==> config.mk <==
export PLATFORM = sky130hd
export DESIGN_NAME = lot_gate_arbiter
export DESIGN_NICKNAME = d
export VERILOG_FILES = /design/src/rtl/lot_gate_arbiter.sv
export SDC_FILE = /design/constraint.sdc
export NUM_CORES = 1
export LEC_CHECK = 0
export BUFFER_PORTS_ARGS = -buffer_cell sky130_fd_sc_hd__clkbuf_2
export CORE_ASPECT_RATIO = 1.5
export CORE_MARGIN = 1.5
export CORE_UTILIZATION = 59
export DETAILED_ROUTE_END_ITERATION = 16
export PLACE_DENSITY = 0.78
export SLEW_MARGIN = 15
export SYNTH_ARGS = -nofsm -noshare
export SYNTH_HDL_FRONTEND = slang
export SYNTH_SLANG_ARGS = --single-unit
==> constraint.sdc <==
create_clock -name clk -period 3.5 [get_ports clk]
set_clock_uncertainty 0.2 [all_clocks]
set_input_delay 0.525 -clock clk [delete_from_list [all_inputs] [get_ports clk]]
set_output_delay 0.525 -clock clk [all_outputs]
set_load 0.005 [all_outputs]
==> src/rtl/lot_gate_arbiter.sv <==
// lot_gate_arbiter: single-lane barrier controller shared by an entry and an
// exit requester. Round-robin arbitration, open until the matching pass pulse
// or TIMEOUT cycles, then a fixed CLOSE_CYCLES settle before re-arbitrating.
//
// Ports:
//   clk        system clock (CLOCK_50)
//   reset      synchronous active-high reset
//   entry_req  level, car waiting at entry
//   exit_req   level, car waiting at exit
//   full       lot at capacity (blocks entry eligibility)
//   clear      lot empty (blocks exit eligibility)
//   car_in     pulse, entry pass completed
//   car_out    pulse, exit pass completed
//   gate_open  barrier raised
//   grant_in   entry lane owns the gate
//   grant_out  exit lane owns the gate
//   deny       entry request refused while full
//   timeout    pulse, grant ended without a pass
//   dir_err    pulse, pass pulse for the non-granted direction
module lot_gate_arbiter #(
    parameter int unsigned TIMEOUT      = 250_000_000,
    parameter int unsigned CLOSE_CYCLES = 50_000_000,
    parameter int unsigned TW           = 28
) (
    input  logic clk,
    input  logic reset,
    input  logic entry_req,
    input  logic exit_req,
    input  logic full,
    input  logic clear,
    input  logic car_in,
    input  logic car_out,
    output logic gate_open,
    output logic grant_in,
    output logic grant_out,
    output logic deny,
    output logic timeout,
    output logic dir_err
);

    typedef enum logic [1:0] {
        IDLE     = 2'd0,
        OPEN_IN  = 2'd1,
        OPEN_OUT = 2'd2,
        CLOSING  = 2'd3
    } state_t;

    // Terminal timer values: the timer starts at 0 on state entry, so the
    // last cycle of a window of N cycles sees N-1.
    localparam logic [TW-1:0] OPEN_LAST  = TW'(TIMEOUT - 1);
    localparam logic [TW-1:0] CLOSE_LAST = TW'(CLOSE_CYCLES - 1);

    state_t        state;
    state_t        state_nxt;
    logic [TW-1:0] timer;
    logic [TW-1:0] timer_nxt;
    logic          last_in;      // 1: entry granted last, 0: exit granted last
    logic          last_in_nxt;
    logic          timeout_nxt;
    logic          dir_err_nxt;
    logic          entry_ok;
    logic          exit_ok;

    // Next-state, pointer, timer and pulse decode.
    always_comb begin
        state_nxt   = state;
        last_in_nxt = last_in;
        timeout_nxt = 1'b0;
        dir_err_nxt = 1'b0;
        timer_nxt   = '0;
        entry_ok    = entry_req & ~full;
        exit_ok     = exit_req & ~clear;

        case (state)
            IDLE: begin
                // On a tie the lane not granted last wins.
                if (entry_ok && (!exit_ok || !last_in)) begin
                    state_nxt   = OPEN_IN;
                    last_in_nxt = 1'b1;
                end else if (exit_ok) begin
                    state_nxt   = OPEN_OUT;
                    last_in_nxt = 1'b0;
                end
            end
            OPEN_IN: begin
                dir_err_nxt = car_out;
                // Pass beats expiry on the same edge.
                if (car_in) begin
                    state_nxt = CLOSING;
                end else if (timer == OPEN_LAST) begin
                    state_nxt   = CLOSING;
                    timeout_nxt = 1'b1;
                end
            end
            OPEN_OUT: begin
                dir_err_nxt = car_in;
                if (car_out) begin
                    state_nxt = CLOSING;
                end else if (timer == OPEN_LAST) begin
                    state_nxt   = CLOSING;
                    timeout_nxt = 1'b1;
                end
            end
            CLOSING: begin
                dir_err_nxt = car_in | car_out;
                if (timer == CLOSE_LAST) begin
                    state_nxt = IDLE;
                end
            end
            default: begin
                state_nxt = IDLE;
            end
        endcase

        // Timer restarts on every state change and idles at 0.
        if ((state_nxt != state) || (state_nxt == IDLE)) begin
            timer_nxt = '0;
        end else begin
            timer_nxt = timer + TW'(1);
        end
    end

    // State, timer and registered outputs (decoded from the next state so
    // they line up with the state register).
    always_ff @(posedge clk) begin
        if (reset) begin
            state     <= IDLE;
            timer     <= '0;
            last_in   <= 1'b0;
            gate_open <= 1'b0;
            grant_in  <= 1'b0;
            grant_out <= 1'b0;
            deny      <= 1'b0;
            timeout   <= 1'b0;
            dir_err   <= 1'b0;
        end else begin
            state     <= state_nxt;
            timer     <= timer_nxt;
            last_in   <= last_in_nxt;
            gate_open <= (state_nxt == OPEN_IN) || (state_nxt == OPEN_OUT);
            grant_in  <= (state_nxt == OPEN_IN);
            grant_out <= (state_nxt == OPEN_OUT);
            deny      <= entry_req & full;
            timeout   <= timeout_nxt;
            dir_err   <= dir_err_nxt;
        end
    end

endmodule

==> results of run 1 <==
critical path, delay by kind of cell (launching register included):
family          cells  cell delay, ns
simple gates        4            1.36
flops               1            0.38
buf+inv             2            0.36
compound gates      1            0.28
mux                 1            0.19
flip-flops by register name, summed over array words and instances, names as in the netlist:
register	cells
timer	28
state	2
deny	1
dir_err	1
gate_open	1
grant_in	1
grant_out	1
last_in	1
timeout	1
per-stage QoR:
step	area, sq um	hold WS (ns)	util, %	setup WS [ns]	instances
final	2200	0.260	68.8	0.634	274
after global routing	2200	0.282	68.8	0.435	274
after CTS	2200	0.264	68.8	0.608	274
after detailed placement	2060	0.254	64.6	0.620	266
after global placement	2060	0.243	64.6	0.744	266
after floorplan	1980	0.229	-	0.982	220
where the power goes:
part           total [mW]  internal (mW)  switching (mW)
Clock               0.430          0.283           0.147
Combinational       0.481          0.178           0.302
Sequential          0.488          0.457          0.0308
Total                1.40          0.919           0.480
worst max-delay path by stage:
stage / start / cells after the start / slack [ns] / to
2_1_floorplan: state[0] / 8 / 0.98 / timer[19]
3_3_place_gp: timer[7] / 8 / 0.74 / timer[4]
3_5_place_dp: timer[7] / 8 / 0.62 / timer[15]
4_1_cts: timer[7] / 8 / 0.61 / timer[15]
5_1_grt: timer[7] / 8 / 0.44 / timer[4]
6_report: timer[7] / 8 / 0.63 / timer[15]
area by class of cell:
class | count | area, sq um | area share, %
multi-input cells | 167 | 1160 | 53.0
flip-flops and latches | 37 | 741 | 33.7
repair buffers | 15 | 80.1 | 3.65
clock buffers | 5 | 68.8 | 3.13
clock inverters | 3 | 65.1 | 2.96
well taps | 40 | 50.0 | 2.28
inverters | 7 | 26.3 | 1.20
per-layer routing:
layer	share of wire (%)	up-vias	wire length [um]
met5	0	-	0
met2	55	36	2350
met1	41	821	1740
met4	1.8	0	79
met3	2.3	7	100
li1	-	837	-
cells in the mapped netlist (3+ instances only):
library cell	number	area (sq um)
sky130_fd_sc_hd__a21oi_1	5	25.0
sky130_fd_sc_hd__and3_1	4	25.0
sky130_fd_sc_hd__and3b_1	3	26.3
sky130_fd_sc_hd__and4_1	7	61.3
sky130_fd_sc_hd__clkbuf_1	6	22.5
sky130_fd_sc_hd__dfxtp_1	37	741
sky130_fd_sc_hd__ha_1	8	100
sky130_fd_sc_hd__inv_1	6	22.5
sky130_fd_sc_hd__nand2_1	10	37.5
sky130_fd_sc_hd__nand3_1	9	45.0
sky130_fd_sc_hd__nand4_1	10	62.6
sky130_fd_sc_hd__nand4b_1	3	26.3
sky130_fd_sc_hd__nor2_1	10	37.5
sky130_fd_sc_hd__nor2b_1	4	25.0
sky130_fd_sc_hd__nor3_1	30	150
sky130_fd_sc_hd__nor3b_1	3	22.5
sky130_fd_sc_hd__o21ai_0	5	25.0
sky130_fd_sc_hd__xnor2_1	7	61.3
sky130_fd_sc_hd__xor2_1	19	166
kinds of logic after synthesis:
kind of cell,Yosys count,synth area share (%)
AOI/OAI and AO/OA,23,8.09
and+or+nand+nor,109,33.0
adders and majority gates,8,5.05
xor gates and xnor gates,26,11.5
muxes,1,1.14
DFF,37,37.4
buffers and inverters,16,3.79
==> results.toml, run 1 <==
[status]
status = "complete, no violations"

[clocking]
cts_tree = "built"
htree_num_levels = 2
cts_setup_buffers = 0
clockBufferDepth = 2
cts_buffers = 5
clk_latency_ns = 0.28
clkTransAtPathRegs_ns = 0.07
cts.sink_count = 37
cts_root_buf = "sky130_fd_sc_hd__clkbuf_8"
cts_resized = 0
postCtsHoldBufs = 0

[routing]
routed_wire_per_std_cell_um = 15.6
dr_total_vias = 1701
remaining_number_of_nets_flagged_by_the_antenna_check_after_routing = 0
drc = 0
dr.pass1.iters = 6
drt_first_iter_violations = 50
drt-vias-per-instance = 6.21
totalWireLength_um = 4280

[sta]
setup_repair_after_global_routing_missed_its_margin = "no"
max_freq_mhz = 349
maxSlewHeadroom_pct = 44.5
finalMaxSlewViolations = 0
worstMarginPinSlew_ns = 0.826
final_hold_viol_count = 0
fin_setup_tns_ns = 0
setup-violations-final = 0
layout_worst_path_cycle_share_pct = 81.9
min_period_ns = 2.87

[setup_path]
path_class = "reg -> reg"
ff2ff_path_depth = 8
crit_arrival_ns = 2.86
ff2ff_setup_slack_ns = 0.63
critical_path.max_fanout = 28
critical_path.max_stage_delay_ns = 0.55
worst_r2r_startpoint = "timer[7]"
worst_r2r_endpoint = "timer[15]"
crit_chain = "or4b_1, nor4_2, nand4_1, a41oi_2, inv_2, mux2i_4, buf_4, nor3_1"
timing.critical_path.required_ns = 3.49
critical_path.slowest_cell = "sky130_fd_sc_hd__or4b_1"
critical_path.endpoint_type = "register"
timing.critical_path.from_type = "register"

[worst_hold_path]
worstHoldEndpoint = "timer[0]"
min_path_cells = 1
timing.hold.worst.start = "timer[0]"
hold_class = "reg -> reg"

[pwr]
ir_drop_uv = 723
power_density_nw_per_um2 = 637
power.static_leakage_nw = 0.756
total_power_mw = 1.40

[finish]
nNetsFinal = 249
leading_cell_type_in_the_layout_fill_and_taps_excluded = "sky130_fd_sc_hd__dfxtp_1"
area_growth_syn_to_layout_pct = 10.9
layout_filler_cell_count = 252
layout_common_cells = "sky130_fd_sc_hd__dfxtp_1 (37), sky130_fd_sc_hd__nor3_1 (30), sky130_fd_sc_hd__xor2_1 (19)"
layout-drive-gt1-share_pct = 12.4
n_antenna_cell = 0

[run]
maxCapViolCount = 0

[grt]
grt_use_met1_pct = 25.4
grt_busiest_layer = "met2"
grt_pass1_vias = 1600
grt_pass1_wl_um = 7020
met3_usage_pct = 4.42
globalRouteOverflowTotal = 0
pin_count_of_the_biggest_net_entering_global_routing = 38
global_route.usage.met2_pct = 48.2
grt_util_all_layers_pct = 24.8
antenna_found_initial = 0

[floorplanning]
floorplan_die_width_um = 50.3
fp.dieH_um = 74.0
floorplan.initialDensity_pct = 62.1
placementRows = 25
io-pin-count = 14
die_area_sq_um = 3720
core-area_sq_um = 3190

[logic_synthesis]
synth_edf_count = 0
syn_nets = 236
avgSynthCellArea_sq_um = 9.00
synth_async_sr_flop_share_pct = 0
synth_seq_cells = 37
post_synthesis_cell_area_sq_um = 1980
synth-warning-count = 0
ys_dominant_reg_cell = "sky130_fd_sc_hd__dfxtp_1"
seq_area_frac_synth_pct = 37.4
synth_cell_types = 48
number_of_standard_cells_after_synthesis = 220

[placement]
port_buffers = 13
place.gp.congestion = 0.895
dpl.hpwl_um = 3120
(Power assumes the default switching activity.)
==> run 2: changes to the inputs <==
--- a/config.mk
+++ b/config.mk
@@ -8,9 +8,9 @@
 export BUFFER_PORTS_ARGS = -buffer_cell sky130_fd_sc_hd__clkbuf_2
 export CORE_ASPECT_RATIO = 1.5
 export CORE_MARGIN = 1.5
-export CORE_UTILIZATION = 59
+export CORE_UTILIZATION = 53
 export DETAILED_ROUTE_END_ITERATION = 16
-export PLACE_DENSITY = 0.78
+export PLACE_DENSITY = 0.74
 export SLEW_MARGIN = 15
 export SYNTH_ARGS = -nofsm -noshare
 export SYNTH_HDL_FRONTEND = slang
==> constraint.sdc (replaced) <==
create_clock -name clk -period 2.5 [get_ports clk]
set_clock_uncertainty 0.2 [all_clocks]
set_input_delay 0.375 -clock clk [delete_from_list [all_inputs] [get_ports clk]]
set_output_delay 0.375 -clock clk [all_outputs]
set_load 0.005 [all_outputs]
==> run 2 against run 1 <==
Clock power increased by 26%. Critical path type unchanged. Sequential share of layout area decreased by 4.8 points. Combinational power increased by 120%. Clock-buffer cell count increased by 2. Total power increased by 61%. Setup slack got worse by 0.70 ns. Register-to-register slack got worse by 0.70 ns. The flow now finishes with violations (setup timing). Highest routed layer unchanged.
==> results.toml, run 2 (synthesis gave the netlist of run 1 again) <==
[status]
status = "finished, violations left"
failed_checks = "setup timing"

[sta]
hold-worst-slack_ns = 0.112
setup-violations-final = 21
worst_slack_ns = -0.0616
maxSlewHeadroom_pct = 42.9
min_period_ns = 2.56
layout_worst_path_cycle_share_pct = 102
finalMaxSlewViolations = 0
setup_repair_after_global_routing_missed_its_margin = "yes"
worstMarginPinSlew_ns = 0.857
max_freq_mhz = 390
final_hold_viol_count = 0
fin_setup_tns_ns = -0.479

[routing]
wl_met3_um = 168
routed_wire_per_std_cell_um = 15.8
dr.pass1.iters = 4
remaining_number_of_nets_flagged_by_the_antenna_check_after_routing = 0
drt_first_iter_violations = 32
wl_met1_um = 1820
totalWireLength_um = 4950
met2_length_um = 2730
drt-vias-per-instance = 5.92
dr_total_vias = 1859
drc = 0
dr.max_layer_used = "met4"

[clocking]
htree_num_levels = 2
cts_root_buf = "sky130_fd_sc_hd__clkbuf_8"
cts_tree = "built"
cts_buffers = 5
cts.sink_count = 37
postCtsHoldBufs = 0
clkTransAtPathRegs_ns = 0.07
clockBufferDepth = 2
clk_latency_ns = 0.30

[floorplanning]
floorplan_die_width_um = 52.9
io-pin-count = 14
placementRows = 27
floorplan.initialDensity_pct = 54.8
core-area_sq_um = 3610
die_area_sq_um = 4120
fp.dieH_um = 77.9

[pwr]
power_density_nw_per_um2 = 866
total_power_mw = 2.25
ir_drop_uv = 698
power.static_leakage_nw = 0.984

[setup_path]
timing.critical_path.from_type = "register"
timing.critical_path.required_ns = 2.50
critical_path.endpoint_type = "register"
crit_chain = "or4b_4, nor4_4, nand4_1, a41oi_2, inv_2, mux2i_4, buf_12, nor3_1"
critical_path.max_stage_delay_ns = 0.55
crit_arrival_ns = 2.56
worstPathBufferInverterCount = 2
critical_path.slowest_cell = "sky130_fd_sc_hd__or4b_4"
path_class = "reg -> reg"
critical_path.max_fanout = 21
critical-path-top-delay-family = "simple AND/OR/NAND/NOR gates"

[finish]
layout_common_cells = "sky130_fd_sc_hd__buf_4 (36), sky130_fd_sc_hd__dfxtp_1 (33), sky130_fd_sc_hd__nor3_1 (20)"
leading_cell_type_in_the_layout_fill_and_taps_excluded = "sky130_fd_sc_hd__buf_4"
layout-drive-gt1-share_pct = 31.0
nNetsFinal = 286
n_antenna_cell = 0
biggestRegsByFlops = "timer: 28 flops, state: 2 flops"
layout_filler_cell_count = 270
area_growth_syn_to_layout_pct = 31.0
register_with_the_most_flip_flops = "timer"
final_cell_area_sq_um = 2590
largest_register_ffs = 28

[placement]
port_buffers = 13
dpl.hpwl_um = 3420
dp_worst_setup_slack_ns = -0.215
place.gp.congestion = 0.803
placed_cell_area_sq_um = 2330

[grt]
grt_pass1_wl_um = 7660
globalRouteOverflowTotal = 0
pin_count_of_the_biggest_net_entering_global_routing = 38
grt_util_all_layers_pct = 25.2
antenna_found_initial = 0
grt_pass1_vias = 1747

[run]
maxCapViolCount = 0

[worst_hold_path]
hold_class = "in -> reg"
-- run 2: cell count changes in the layout (fill, tap and decap cells not counted), moves of 2 or more --
cell and delta:
sky130_fd_sc_hd__dfxtp_4 +2, sky130_fd_sc_hd__dfxtp_1 -4, sky130_fd_sc_hd__buf_6 +2, sky130_fd_sc_hd__nor3_1 -10, sky130_fd_sc_hd__dfxtp_2 +2, sky130_fd_sc_hd__buf_4 +34, sky130_fd_sc_hd__nor3_2 +10
-- run 2: timing repair --
item	CTS	global route
buffers inserted	1	3
hold endpoints to repair	0	0
gates cloned	0	0
pin swaps	3	6
endpoints found under the setup margin	31	31
gates resized for setup	8	19
-- run 2: worst min-delay path: cells and delay by family --
kind	cells	cell delay, ns
AND/OR/NAND/NOR	2	0.10
buffers and inverters	1	0.09
-- run 2: report_power, final --
group | total (mW) | switching (mW) | leakage [nW] | internal [mW]
sequential | 0.659 | 0.0211 | 0.302 | 0.638
combinational | 1.05 | 0.559 | 0.623 | 0.489
clock | 0.541 | 0.216 | 0.0585 | 0.325
-- run 2: metrics by stage --
| step | cells | utilization (%) |
|---|---|---|
| floorplan | 220 | - |
| global placement | 302 | 64.4 |
| detailed placement | 302 | 64.4 |
| CTS | 311 | 68.6 |
| global route | 314 | 71.8 |
| finish | 314 | 71.8 |
-- run 2: final timing paths --
kind | start | end | slack [ns] | depth (start not counted)
min reg2reg | last_in | last_in | 0.33 | 1
min | entry_req | deny | 0.11 | 3
max reg2reg | timer[7] | timer[7] | -0.06 | 8
max | timer[7] | timer[7] | -0.06 | 8
-- run 2: routing by layer --
metal | track usage [%] | vias up
met5 | 0 | -
met4 | 15.1 | 0
met3 | 5.19 | 21
met2 | 46.0 | 52
met1 | 24.3 | 877
li1 | - | 909
-- run 2: cell type report --
| type | instances | area [sq um] | share of cell area [%] |
|---|---|---|---|
| clock inverter | 1 | 30.0 | 1.16 |
| multi-input combinational | 167 | 1270 | 48.9 |
| clock buffer | 7 | 86.3 | 3.33 |
| inverter | 7 | 26.3 | 1.01 |
| timing repair buffer | 52 | 378 | 14.6 |
| tap | 43 | 53.8 | 2.07 |
| sequential | 37 | 751 | 28.9 |
